--- config.mk ---
export PLATFORM = sky130hd
export DESIGN_NAME = axi_wdata_issue_flat
export DESIGN_NICKNAME = d
export VERILOG_FILES = /design/src/rtl/axi_wdata_issue_pkg.sv /design/src/rtl/axi_wdata_issue_if.sv /design/src/rtl/axi_wdata_issue.sv /design/src/flat_wrapper.sv
export SDC_FILE = /design/constraint.sdc
export NUM_CORES = 1
export LEC_CHECK = 0
export BUFFER_PORTS_ARGS = -buffer_cell sky130_fd_sc_hd__buf_2
export CAP_MARGIN = 30
export CORE_AREA = 10 10 226 228
export DETAILED_ROUTE_END_ITERATION = 10
export DIE_AREA = 0 0 236 238
export MAX_ROUTING_LAYER = met4
export PLACE_DENSITY_LB_ADDON = 0.08
export SLEW_MARGIN = 20
export SYNTH_ARGS = -nofsm -noshare
export SYNTH_HDL_FRONTEND = slang
export SYNTH_SLANG_ARGS = --single-unit
--- constraint.sdc ---
create_clock -name clk -period 2.7 [get_ports clk]
set_input_delay 0.54 -clock clk [delete_from_list [all_inputs] [get_ports clk]]
set_output_delay 0.54 -clock clk [all_outputs]
set_load 0.1 [all_outputs]
--- src/rtl/axi_wdata_issue_pkg.sv ---
// Shared definitions for the iDMA write-data issue path: widths, FSM encoding
// and the layout of data/strobe fields inside a FIFO word.
package axi_wdata_issue_pkg;

    localparam int DATA_W     = 256;
    localparam int STRB_W     = DATA_W / 8;
    localparam int LEN_W      = 8;
    localparam int FIFO_WIDTH = 288;

    // Field placement inside a FIFO word, also used by the AR/R-side packer.
    localparam int WDATA_LSB  = 0;
    localparam int WSTRB_LSB  = DATA_W;

    typedef enum logic {
        IDLE  = 1'b0,
        BURST = 1'b1
    } state_e;

endpackage

--- src/rtl/axi_wdata_issue_if.sv ---
// Bundles the burst command, data FIFO drain and AXI W channel of the
// write-data issue block; master is the issuing side, slave the environment.
interface axi_wdata_issue_if #(
    parameter int DATA_W     = axi_wdata_issue_pkg::DATA_W,
    parameter int STRB_W     = axi_wdata_issue_pkg::STRB_W,
    parameter int FIFO_WIDTH = axi_wdata_issue_pkg::FIFO_WIDTH,
    parameter int LEN_W      = axi_wdata_issue_pkg::LEN_W
);

    logic                  cmd_valid;
    logic                  cmd_ready;
    logic [LEN_W-1:0]      cmd_len;

    logic                  fifo_empty;
    logic [FIFO_WIDTH-1:0] fifo_data;
    logic                  fifo_pop;

    logic                  m_axi_wvalid;
    logic                  m_axi_wready;
    logic [DATA_W-1:0]     m_axi_wdata;
    logic [STRB_W-1:0]     m_axi_wstrb;
    logic                  m_axi_wlast;

    logic                  burst_done;
    logic                  busy;

    modport master (
        input  cmd_valid, cmd_len, fifo_empty, fifo_data, m_axi_wready,
        output cmd_ready, fifo_pop, m_axi_wvalid, m_axi_wdata, m_axi_wstrb,
        output m_axi_wlast, burst_done, busy
    );

    modport slave (
        output cmd_valid, cmd_len, fifo_empty, fifo_data, m_axi_wready,
        input  cmd_ready, fifo_pop, m_axi_wvalid, m_axi_wdata, m_axi_wstrb,
        input  m_axi_wlast, burst_done, busy
    );

endinterface

--- src/rtl/axi_wdata_issue.sv ---
// Drains the FWFT data FIFO into registered AXI W beats, framing each burst
// with WLAST from the AW-side length command.
module axi_wdata_issue #(
    parameter int DATA_W     = axi_wdata_issue_pkg::DATA_W,
    parameter int STRB_W     = axi_wdata_issue_pkg::STRB_W,
    parameter int FIFO_WIDTH = axi_wdata_issue_pkg::FIFO_WIDTH,
    parameter int LEN_W      = axi_wdata_issue_pkg::LEN_W
) (
    input  logic                clk,
    input  logic                rst,
    input  logic                init,
    axi_wdata_issue_if.master   bus
);
    import axi_wdata_issue_pkg::*;

    state_e              state_q, state_d;
    logic [LEN_W-1:0]    len_q, len_d;
    logic [LEN_W-1:0]    beat_cnt_q, beat_cnt_d;

    logic                wvalid_q, wvalid_d;
    logic [DATA_W-1:0]   wdata_q, wdata_d;
    logic [STRB_W-1:0]   wstrb_q, wstrb_d;
    logic                wlast_q, wlast_d;
    logic                done_q, done_d;

    logic                clear;
    logic                out_free;
    logic                last_beat;
    logic                load;

    assign clear     = rst | init;
    assign out_free  = !wvalid_q | bus.m_axi_wready;
    assign last_beat = (beat_cnt_q == len_q);

    // Clear masks the pop so a reset cycle never consumes a FIFO word.
    always_comb begin
        state_d       = state_q;
        len_d         = len_q;
        beat_cnt_d    = beat_cnt_q;
        load          = 1'b0;
        bus.cmd_ready = 1'b0;
        case (state_q)
            IDLE: begin
                bus.cmd_ready = 1'b1;
                if (bus.cmd_valid) begin
                    len_d      = bus.cmd_len;
                    beat_cnt_d = '0;
                    state_d    = BURST;
                end
            end
            BURST: begin
                if (out_free && !bus.fifo_empty && !clear) begin
                    load       = 1'b1;
                    beat_cnt_d = beat_cnt_q + 1'b1;
                    if (last_beat) begin
                        state_d = IDLE;
                    end
                end
            end
        endcase
    end

    always_comb begin
        wvalid_d = wvalid_q;
        wdata_d  = wdata_q;
        wstrb_d  = wstrb_q;
        wlast_d  = wlast_q;
        if (load) begin
            wvalid_d = 1'b1;
            wdata_d  = bus.fifo_data[DATA_W-1:0];
            wstrb_d  = bus.fifo_data[DATA_W+STRB_W-1:DATA_W];
            wlast_d  = last_beat;
        end else if (wvalid_q && bus.m_axi_wready) begin
            wvalid_d = 1'b0;
        end
        done_d = wvalid_q & bus.m_axi_wready & wlast_q;
    end

    always_ff @(posedge clk) begin
        if (clear) begin
            state_q    <= IDLE;
            len_q      <= '0;
            beat_cnt_q <= '0;
            wvalid_q   <= 1'b0;
            wdata_q    <= '0;
            wstrb_q    <= '0;
            wlast_q    <= 1'b0;
            done_q     <= 1'b0;
        end else begin
            state_q    <= state_d;
            len_q      <= len_d;
            beat_cnt_q <= beat_cnt_d;
            wvalid_q   <= wvalid_d;
            wdata_q    <= wdata_d;
            wstrb_q    <= wstrb_d;
            wlast_q    <= wlast_d;
            done_q     <= done_d;
        end
    end

    assign bus.fifo_pop     = load;
    assign bus.m_axi_wvalid = wvalid_q;
    assign bus.m_axi_wdata  = wdata_q;
    assign bus.m_axi_wstrb  = wstrb_q;
    assign bus.m_axi_wlast  = wlast_q;
    assign bus.burst_done   = done_q;
    assign bus.busy         = (state_q != IDLE) | wvalid_q;

endmodule

--- src/flat_wrapper.sv ---
// flat-port wrapper written by rule: the top's interface ports become plain ports
module axi_wdata_issue_flat import axi_wdata_issue_pkg::*;
#(
    parameter int DATA_W     = axi_wdata_issue_pkg::DATA_W,
    parameter int STRB_W     = axi_wdata_issue_pkg::STRB_W,
    parameter int FIFO_WIDTH = axi_wdata_issue_pkg::FIFO_WIDTH,
    parameter int LEN_W      = axi_wdata_issue_pkg::LEN_W
)
  (clk, rst, init, bus_cmd_valid, bus_cmd_len, bus_fifo_empty, bus_fifo_data, bus_m_axi_wready, bus_cmd_ready, bus_fifo_pop, bus_m_axi_wvalid, bus_m_axi_wdata, bus_m_axi_wstrb, bus_m_axi_wlast, bus_burst_done, bus_busy);
  axi_wdata_issue_if #(.DATA_W(DATA_W), .STRB_W(STRB_W), .FIFO_WIDTH(FIFO_WIDTH), .LEN_W(LEN_W)) bus_i ();
  input  logic clk;
  input  logic rst;
  input  logic init;
  input wire logic [$bits(bus_i.cmd_valid)-1:0] bus_cmd_valid;
  input wire logic [$bits(bus_i.cmd_len)-1:0] bus_cmd_len;
  input wire logic [$bits(bus_i.fifo_empty)-1:0] bus_fifo_empty;
  input wire logic [$bits(bus_i.fifo_data)-1:0] bus_fifo_data;
  input wire logic [$bits(bus_i.m_axi_wready)-1:0] bus_m_axi_wready;
  output wire logic [$bits(bus_i.cmd_ready)-1:0] bus_cmd_ready;
  output wire logic [$bits(bus_i.fifo_pop)-1:0] bus_fifo_pop;
  output wire logic [$bits(bus_i.m_axi_wvalid)-1:0] bus_m_axi_wvalid;
  output wire logic [$bits(bus_i.m_axi_wdata)-1:0] bus_m_axi_wdata;
  output wire logic [$bits(bus_i.m_axi_wstrb)-1:0] bus_m_axi_wstrb;
  output wire logic [$bits(bus_i.m_axi_wlast)-1:0] bus_m_axi_wlast;
  output wire logic [$bits(bus_i.burst_done)-1:0] bus_burst_done;
  output wire logic [$bits(bus_i.busy)-1:0] bus_busy;
  assign bus_i.cmd_valid = bus_cmd_valid;
  assign bus_i.cmd_len = bus_cmd_len;
  assign bus_i.fifo_empty = bus_fifo_empty;
  assign bus_i.fifo_data = bus_fifo_data;
  assign bus_i.m_axi_wready = bus_m_axi_wready;
  assign bus_cmd_ready = bus_i.cmd_ready;
  assign bus_fifo_pop = bus_i.fifo_pop;
  assign bus_m_axi_wvalid = bus_i.m_axi_wvalid;
  assign bus_m_axi_wdata = bus_i.m_axi_wdata;
  assign bus_m_axi_wstrb = bus_i.m_axi_wstrb;
  assign bus_m_axi_wlast = bus_i.m_axi_wlast;
  assign bus_burst_done = bus_i.burst_done;
  assign bus_busy = bus_i.busy;
  axi_wdata_issue #(.DATA_W(DATA_W), .STRB_W(STRB_W), .FIFO_WIDTH(FIFO_WIDTH), .LEN_W(LEN_W)) u_core (.clk(clk), .rst(rst), .init(init), .bus(bus_i));
endmodule
# After elaboration in Yosys (flattened, before gate mapping)
# Index checks and enable logic that the tools add are counted.
[word_totals] ff_bits=308 elab_cells=39 input_bits=302 output_inout_bits=294
[classes] eq_ne=3 n_mux=12 reduce_logical=9 bitwise=6 addsub=1
[ops] cell="$mux 8" n=2
[ops] cell="$pmux 8 s2" n=1
[ops] cell="$add 8x1->8 const B" n=1
[ops] cell="$eq 8x8->1" n=1
[ops] cell="$mux 1" n=8
[ops] cell="$ne 2x2->1 const B" n=2
[ops] cell="$reduce_and 2->1" n=2
[ops] cell="$logic_and 1x1->1" n=3
[ops] cell="$logic_not 1->1" n=3
[ops] cell="$or 1x1->1" n=3
[ops] cell="$and 1x1->1" n=2
[ops] cell="$pmux 1 s2" n=1
[ops] cell="$reduce_bool 2->1" n=1
[ops] cell="$not 1->1" n=1

# Logic depth before layout (Yosys ltp)
# Gate-level depths: netlist of the first run.
[logic_depth] ltp_word=7 ltp_mapped=7 depth_no_buf=4

# Least setup slack after synthesis of the first run
# No wires, ideal clock.
[synth_path] path_kind="flip-flop to output port" from="reg u_core.wvalid_q (netlist: u_core.bus.m_axi_wvalid)" to="out bus_fifo_pop" slack_ns=-0.389 t_required_ns=2.160 arrival_ns=2.549 stages_incl_launch_ff=5 n_path_buf=1 cell_sequence="dfxtp_1 -> nand2b_1 -> nand2_1 -> buf_2 -> nor2_1"
[synth_via] elab_chain_len=6
[synth_rtl] item="start: declaration" line="axi_wdata_issue.sv:20" source="logic wvalid_q, wvalid_d;"
[synth_rtl] item="start signal: assignment" line="axi_wdata_issue.sv:93" source="wvalid_q <= wvalid_d;"
[synth_rtl] item="$logic_not 1->1" line="axi_wdata_issue.sv:32" source="assign out_free = !wvalid_q | bus.m_axi_wready;"
[synth_rtl] item="$or 1x1->1" line="axi_wdata_issue.sv:32"
[synth_rtl] item="$logic_and 1x1->1 (2 in series)" line="axi_wdata_issue.sv:52" source="if (out_free && !bus.fifo_empty && !clear) begin"
[synth_rtl] item="$mux 1" line="axi_wdata_issue.sv:52"
[synth_rtl] item="$mux 1" line="axi_wdata_issue.sv:42" source="case (state_q)"
[synth_rtl] item="end: declaration" line="flat_wrapper.sv:20" source="output wire logic [$bits(bus_i.fifo_pop)-1:0] bus_fifo_pop;"
# No other way between the ends.

# Worst setup path in the final report of the first run
[layout_path] from="reg u_core.state_q" to="out bus_fifo_pop"
[layout_via] elab_chain_len=1
[layout_rtl] item="start: declaration" line="axi_wdata_issue.sv:16" source="state_e state_q, state_d;"
[layout_rtl] item="start signal: assignment" line="axi_wdata_issue.sv:90" source="state_q <= state_d;"
[layout_rtl] item="$mux 1" line="axi_wdata_issue.sv:42"
# No other way between the ends.

==> out/qor.yml, run 1 <==
vias: 11000
rsz0062_at_grt: "no"
nFillCells: 5077
power_switching_mw: 2.71
antenna_found_initial: 15
synth_cells: 1359
placementRows: 79
fmax_mhz: 437
finalSetupViolCount: 0
drive_gt1_frac: 0.418
intPower_mw: 7.84
placed_cell_area_um2: 14800
p_per_area_nw_per_um2: 656
dieArea_um2: 56200
critPathArrivalTime_ps: 1750
synth_top_area_frac: 0.535
fin_crit_sh: 0.848
setup_ws_ps: 409
r2r_setup_slack_ps: 800
grt_pass1_wl_um: 71100
period_minus_slack_ps: 2290
ant_nets: 0
hold_buffers: 0
hpwl_um: 36400
leakagePower_nw: 6.73
place_inst: 2483
final_cell_area_um2: 16100
gp_congestion: 0.792
ir_drop_mv: 0.494
synthSimpleGateAreaFrac: 0.211
area.growth.synth_to_final_pct: 39.3
dr.first_iter.drc_count: 585
clkSlewWorstSetupHoldPaths_ps: 60
drtPass1Iterations: 4
clkPwrFrac: 0.473
syn_area_per_cell_um2: 8.49
setup_tns_ps: 0
synth_fa_ha_area_frac: 0.00108
final_util: 0.347
cts.repair.resized: 0
dieWidth_um: 236
slew_headroom: 0.401
instances_no_fill: 2564
cp-end-kind: "output pin"
hp-class: "in -> reg"
ys_ff_latch: 308
grt-ovfl-total: 0
fin_nets: 2219
drc: 0
crit_path_start_kind: "flop"
pin_count: 596
place_ws_ps: 529
cts_tree: "done"
clock_latency_ps: 540
yosys_warnings: 0
synth_seq_area_share: 0.535
wl_per_cell_um: 18.9
worst-slew-pin-transition_ps: 897
slew_violations: 0
syn_nets: 1662
cts_setup_buffers: 0
seqPwrFrac: 0.438
first_global_vias: 11300
core_area_um2: 46400
worst_hold_slack_ps: 230
vias_per_cell: 4.28
die_h_um: 238
hold_violations: 0
synth_compound_area_frac: 0.174
synth-xor-area-share: 0.00683
yosys.area.top_type: "dfxtp_1"
cp_max_fo: 7
synthMuxAreaShare: 0.00369
finalClockSkew_ps: 16.9
total_power_mw: 10.5
synth_area_um2: 11500
worstSetupPathType: "reg -> out"
clock-sinks: 308
start_util: 0.249
htreeDepth: 2
grtUsageTotal: 0.167
totalWireLength_um: 48500
status: "finished clean"
synth_top_family_by_area: "simple AND/OR/NAND/NOR gates"
synth_area_leaders: "dfxtp_1, nand2_1, a21oi_2"
switching_share: 0.257
cts_root_buf: "clkbuf_16"
numCtsBuffers: 38
synth.distinct_cells: 34
port_buffers: 595
cts.path.max_buffers: 3
p_comb_frac: 0.089
maxCapViolCount: 0
grt_max_degree: 118
required_ps: 2160
## critical path, stage by stage (launching register included)
cell and delay (ps):
dfxtp_1 430, and2b_4 250, nand2_4 120, nor2_2 200, buf_12 200
## per-layer routing
| metal | vias up | GRT usage | wire length [µm] |
|---|---|---|---|
| met4 | 0 | 0.0544 | 1120 |
| li1 | 5504 | - | - |
| met5 | - | - | 0 |
| met3 | 69 | 0.0611 | 3970 |
| met1 | 5054 | 0.179 | 19400 |
| met2 | 358 | 0.281 | 24100 |
## power by group through the flow
stage / Sequential (mW) / Clock, mW / Combinational, mW
floorplan: 5.01 / 0 / 0.314
global placement: 4.71 / 0 / 0.947
detailed placement: 4.71 / 0 / 0.947
CTS: 4.61 / 5.17 / 0.949
global route: 4.62 / 5.36 / 1.00
finish: 4.62 / 4.99 / 0.937
## cells in the final DEF (no fill, tap or decap), drive strengths merged, types with 3 or more instances in the layout
| cell type | n |
|---|---|
| clkinv | 9 |
| dfxtp | 308 |
| diode | 14 |
| nor2 | 7 |
| clkbuf | 58 |
| a21oi | 299 |
| nand2 | 596 |
| nand4 | 5 |
| xnor2 | 4 |
| nand2b | 3 |
| buf | 618 |
| inv | 3 |
| nand3 | 5 |
| xor2 | 5 |
## cell type report
type | instances | area, µm² | area share
tap | 607 | 759 | 0.0473
antenna | 14 | 35.0 | 0.00218
clock inverter | 9 | 48.8 | 0.00304
multi-input combinational | 947 | 4590 | 0.286
clock buffer | 58 | 1170 | 0.0728
inverter | 3 | 11.3 | 0.000701
sequential | 308 | 6170 | 0.384
timing repair buffer | 618 | 3290 | 0.205
## synthesized netlist by cell type
master / count
buf_2: 52
or3_1: 1
a31oi_1: 2
a31o_2: 1
or2_2: 2
buf_6: 9
and3_1: 1
buf_8: 21
nor2b_1: 1
inv_1: 3
and2b_4: 1
xnor2_1: 4
nand3_1: 5
a21oi_1: 172
mux2_2: 2
buf_1: 1
nor2_1: 7
and4bb_2: 1
and2_4: 1
a21oi_2: 127
xor2_1: 5
nor3_1: 2
clkbuf_1: 16
buf_12: 2
nand2b_1: 3
and4_1: 2
a311oi_1: 1
ha_1: 1
nand2_1: 596
and2_1: 1
mux2i_1: 2
dfxtp_1: 308
nand4_1: 5
o21ai_0: 1
## state kept, by name, indices dropped and copies added, names as in the netlist
name,cells
u_core.beat_cnt_q,8
u_core.bus.burst_done,1
u_core.bus.m_axi_wdata,256
u_core.bus.m_axi_wlast,1
u_core.bus.m_axi_wstrb,32
u_core.bus.m_axi_wvalid,1
u_core.len_q,8
u_core.state_q,1
## final timing paths
kind / from / end / cells after the start
max: u_core.state_q / bus_fifo_pop / 4
min: bus_fifo_data[221] / u_core.bus.m_axi_wdata[221] / 3
max reg2reg: u_core.state_q / u_core.bus.m_axi_wdata[75] / 6
min reg2reg: u_core.bus.m_axi_wdata[175] / u_core.bus.m_axi_wdata[175] / 2
## cells by family (layout without fill, tap and decap cells)
family          after synthesis  count (layout)
mux                           4               4
fa+ha+maj                     1               1
xor+xnor                      9               9
buf+inv                     104             688
flops                       308             308
compound gates              304             304
simple gates                629             629
other cells                   0              14
(Power assumes the default switching activity.)
==> inputs of run 2 (changes only) <==
- clock period: 2.7 -> 2.34 ns (I/O delays scaled with it)
==> out/qor.yml, run 2 (synthesis gave the netlist of run 1 again) <==
status: "finished clean"
numCtsBuffers: 40
slew_violations: 0
hold_violations: 0
vias: 11000
placementRows: 79
grtUsageTotal: 0.166
worst_hold_slack_ps: 138
dieWidth_um: 236
antenna_found_initial: 15
cts_tree: "done"
drc: 0
drive_gt1_frac: 0.421
first_global_vias: 11300
maxCapViolCount: 0
ff2ff_path_depth: 6
period_minus_slack_ps: 2170
instances_no_fill: 2575
dieArea_um2: 56200
fin_nets: 2230
vias_per_cell: 4.25
required_ps: 1870
start_util: 0.249
finalSetupViolCount: 0
largest_reg_flops: 256
clock_latency_ps: 560
grt_max_degree: 92
area.growth.synth_to_final_pct: 41.1
dr.first_iter.drc_count: 478
fmax_mhz: 461
wl_per_cell_um: 18.6
ant_nets: 0
final_cell_mix: "nand2_1, buf_2, dfxtp_1"
ir_drop_mv: 0.532
cts.path.max_buffers: 3
crit_path_start_kind: "flop"
htreeDepth: 2
core_area_um2: 46400
grt-ovfl-total: 0
critPathArrivalTime_ps: 1700
clkSlewWorstSetupHoldPaths_ps: 60
hp-class: "in -> reg"
slew_headroom: 0.462
die_h_um: 238
cp_max_fo: 7
fin_crit_sh: 0.928
hold_path_depth: 3
drtPass1Iterations: 4
gp_congestion: 0.792
worst-slew-pin-transition_ps: 805
cts_root_buf: "clkbuf_16"
hold_buffers: 0
rsz0062_at_grt: "no"
hpwl_um: 36300
port_buffers: 595
p_per_area_nw_per_um2: 759
final_common_cell: "nand2_1"
totalWireLength_um: 47800
total_power_mw: 12.3
final_util: 0.351
clock-sinks: 308
setup_tns_ps: 0
pin_count: 596
grt_pass1_wl_um: 71100
worstSetupPathType: "reg -> out"
cp-end-kind: "output pin"
place_inst: 2492
finalClockSkew_ps: 25.4
leakagePower_nw: 6.82
## run 2: cell count changes in the layout (fill, tap and decap cells not counted), sizes merged
cell and delta:
buf +9, bufinv +1, clkbuf +1, clkinv -3
clkinvlp +2, diode -1, inv +2
## run 2: power breakdown
part | internal (mW) | switching [mW]
clock | 3.55 | 2.37
combinational | 0.325 | 0.771
sequential | 5.30 | 0.0279
total | 9.17 | 3.17
## run 2: repair_timing
| item | in CTS | in global routing |
|---|---|---|
| setup buffers | 0 | 0 |
| setup endpoints to repair | 0 | 1 |
| gates resized for setup | 0 | 1 |
## run 2: metrics by stage
step	instance area [µm²]	worst slack, ps
after floorplan	11500	116
after global placement	15000	468
after detailed placement	15000	425
after CTS	16200	42.9
after global routing	16300	75.9
final	16300	169
## run 2: area by class of cell
cell class / count / area, µm²
fill: 5035 / 30100
sequential: 308 / 6170
multi-input combinational: 947 / 4590
timing repair buffer: 627 / 3450
clock buffer: 59 / 1160
tap: 607 / 759
clock inverter: 11 / 96.3
antenna: 13 / 32.5
inverter: 3 / 11.3
## run 2: worst paths after layout
path	slack, ps	to	from
setup / recovery	170	bus_fifo_pop	u_core.bus.m_axi_wvalid
hold / removal	140	u_core.bus.m_axi_wdata[215]	bus_fifo_data[215]
setup reg to reg	660	u_core.bus.m_axi_wdata[168]	u_core.bus.m_axi_wvalid
hold reg to reg	450	u_core.bus.m_axi_wdata[133]	u_core.bus.m_axi_wdata[133]
## run 2: worst max-delay path, stage by stage (launching register included)
cell	delay, ps
dfxtp_1	350
nand2b_1	270
nand2_4	160
nor2_4	160
buf_12	190
## run 2: routing by layer
layer	GRT usage	vias to the layer above	routed length [µm]
met5	-	-	0
li1	-	5525	-
met2	0.283	354	23800
met1	0.175	5014	18600
met4	0.0509	0	1040
met3	0.0635	60	4280
==> inputs of run 3 (changes only) <==
- clock period: 2.34 -> 2.12 ns (I/O delays scaled with it)
==> out/qor.yml, run 3 (synthesis gave the netlist of run 1 again) <==
status: "finished clean"
hp-class: "in -> reg"
rsz0062_at_grt: "no"
cts_root_buf: "clkbuf_16"
gp_congestion: 0.810
ant_nets: 0
dr.first_iter.drc_count: 419
worstSetupPathType: "reg -> out"
total_power_mw: 14.0
cp_max_fo: 5
vias: 11100
instances_no_fill: 2584
fin_crit_sh: 0.940
placementRows: 79
r2r-end: "u_core.bus.m_axi_wdata[170]"
cts_tree: "done"
grt_max_degree: 132
leakagePower_nw: 6.89
cp-end-kind: "output pin"
wl_per_cell_um: 18.7
clkPwrFrac: 0.492
r2r-start: "u_core.bus.m_axi_wvalid"
antenna_found_initial: 19
finalSetupViolCount: 0
drive_gt1_frac: 0.424
worst-slew-pin-transition_ps: 877
seqPwrFrac: 0.421
cts.path.max_buffers: 3
grt-ovfl-total: 0
numCtsBuffers: 40
p_per_area_nw_per_um2: 851
place_inst: 2497
final_cell_mix: "nand2_1, buf_2, dfxtp_1"
cts_setup_buffers: 0
dieWidth_um: 236
maxCapViolCount: 0
final_common_cell: "nand2_1"
slew_headroom: 0.415
start_util: 0.249
hold_violations: 0
setup_tns_ps: 0
totalWireLength_um: 48400
ir_drop_mv: 0.503
first_global_vias: 11400
setup_ws_ps: 127
die_h_um: 238
largest_reg_flops: 256
clock-sinks: 308
finalClockSkew_ps: 15.3
pin_count: 596
port_buffers: 595
period_minus_slack_ps: 1990
critPathArrivalTime_ps: 1570
ff2ff_path_depth: 6
place_ws_ps: 201
core_area_um2: 46400
htreeDepth: 2
fin_nets: 2235
fmax_mhz: 502
p_comb_frac: 0.088
final_util: 0.354
drtPass1Iterations: 4
hold_path_end: "u_core.bus.m_axi_wstrb[10]"
placed_cell_area_um2: 15000
vias_per_cell: 4.28
grtUsageTotal: 0.167
clkSlewWorstSetupHoldPaths_ps: 60
area.growth.synth_to_final_pct: 42.3
slew_violations: 0
r2r_setup_slack_ps: 580
intPower_mw: 10.5
power_switching_mw: 3.45
hold_path_depth: 3
worst_hold_slack_ps: 117
dieArea_um2: 56200
required_ps: 1700
hp-start: "bus_fifo_data[266]"
crit_path_start_kind: "flop"
switching_share: 0.247
clock_latency_ps: 540
drc: 0
grt_pass1_wl_um: 71300
hpwl_um: 37100
final_cell_area_um2: 16400
-- run 3: timing repair --
action | in CTS | in global routing
endpoints found under the setup margin | 0 | 1
gates resized for setup | 0 | 1
hold buffers | 0 | 0
-- run 3: worst max-delay path by stage --
stage                                              to  slack (ps)                    start  cells past startpoint
after floorplan                          bus_fifo_pop         180  u_core.bus.m_axi_wvalid                      4
final                                        bus_busy         130           u_core.state_q                      3
after CTS                                bus_fifo_pop           7  u_core.bus.m_axi_wvalid                      4
after global routing                     bus_fifo_pop          60           u_core.state_q                      4
after detailed placement  u_core.bus.m_axi_wdata[170]         200         bus_m_axi_wready                      7
after global placement    u_core.bus.m_axi_wdata[195]         220         bus_m_axi_wready                      7
-- run 3: cell type report --
class	count	area [µm²]
timing repair buffer	632	3500
tap	607	759
fill	5037	29900
clock buffer	66	1270
inverter	3	11.3
multi-input combinational	947	4600
antenna	16	40.0
clock inverter	5	77.6
sequential	308	6170
-- run 3: power by group through the flow --
stage | clock network (mW) | logic, mW | registers, mW
floorplan | 0 | 0.400 | 6.38
global placement | 0 | 1.25 | 6.00
detailed placement | 0 | 1.24 | 6.00
CTS | 7.14 | 1.25 | 5.88
global route | 7.35 | 1.32 | 5.88
finish | 6.87 | 1.23 | 5.88
-- run 3: metal layers --
| layer | track usage | routed length [µm] |
|---|---|---|
| met1 | 0.177 | 18900 |
| met2 | 0.281 | 23900 |
| met3 | 0.0678 | 4390 |
| met4 | 0.0544 | 1110 |
| met5 | - | 0 |
-- run 3: worst max-delay path, stage by stage, from the launching register on --
cell     delay [ps]
dfxtp_1         310
buf_4           150
or2_2           270
buf_2           300
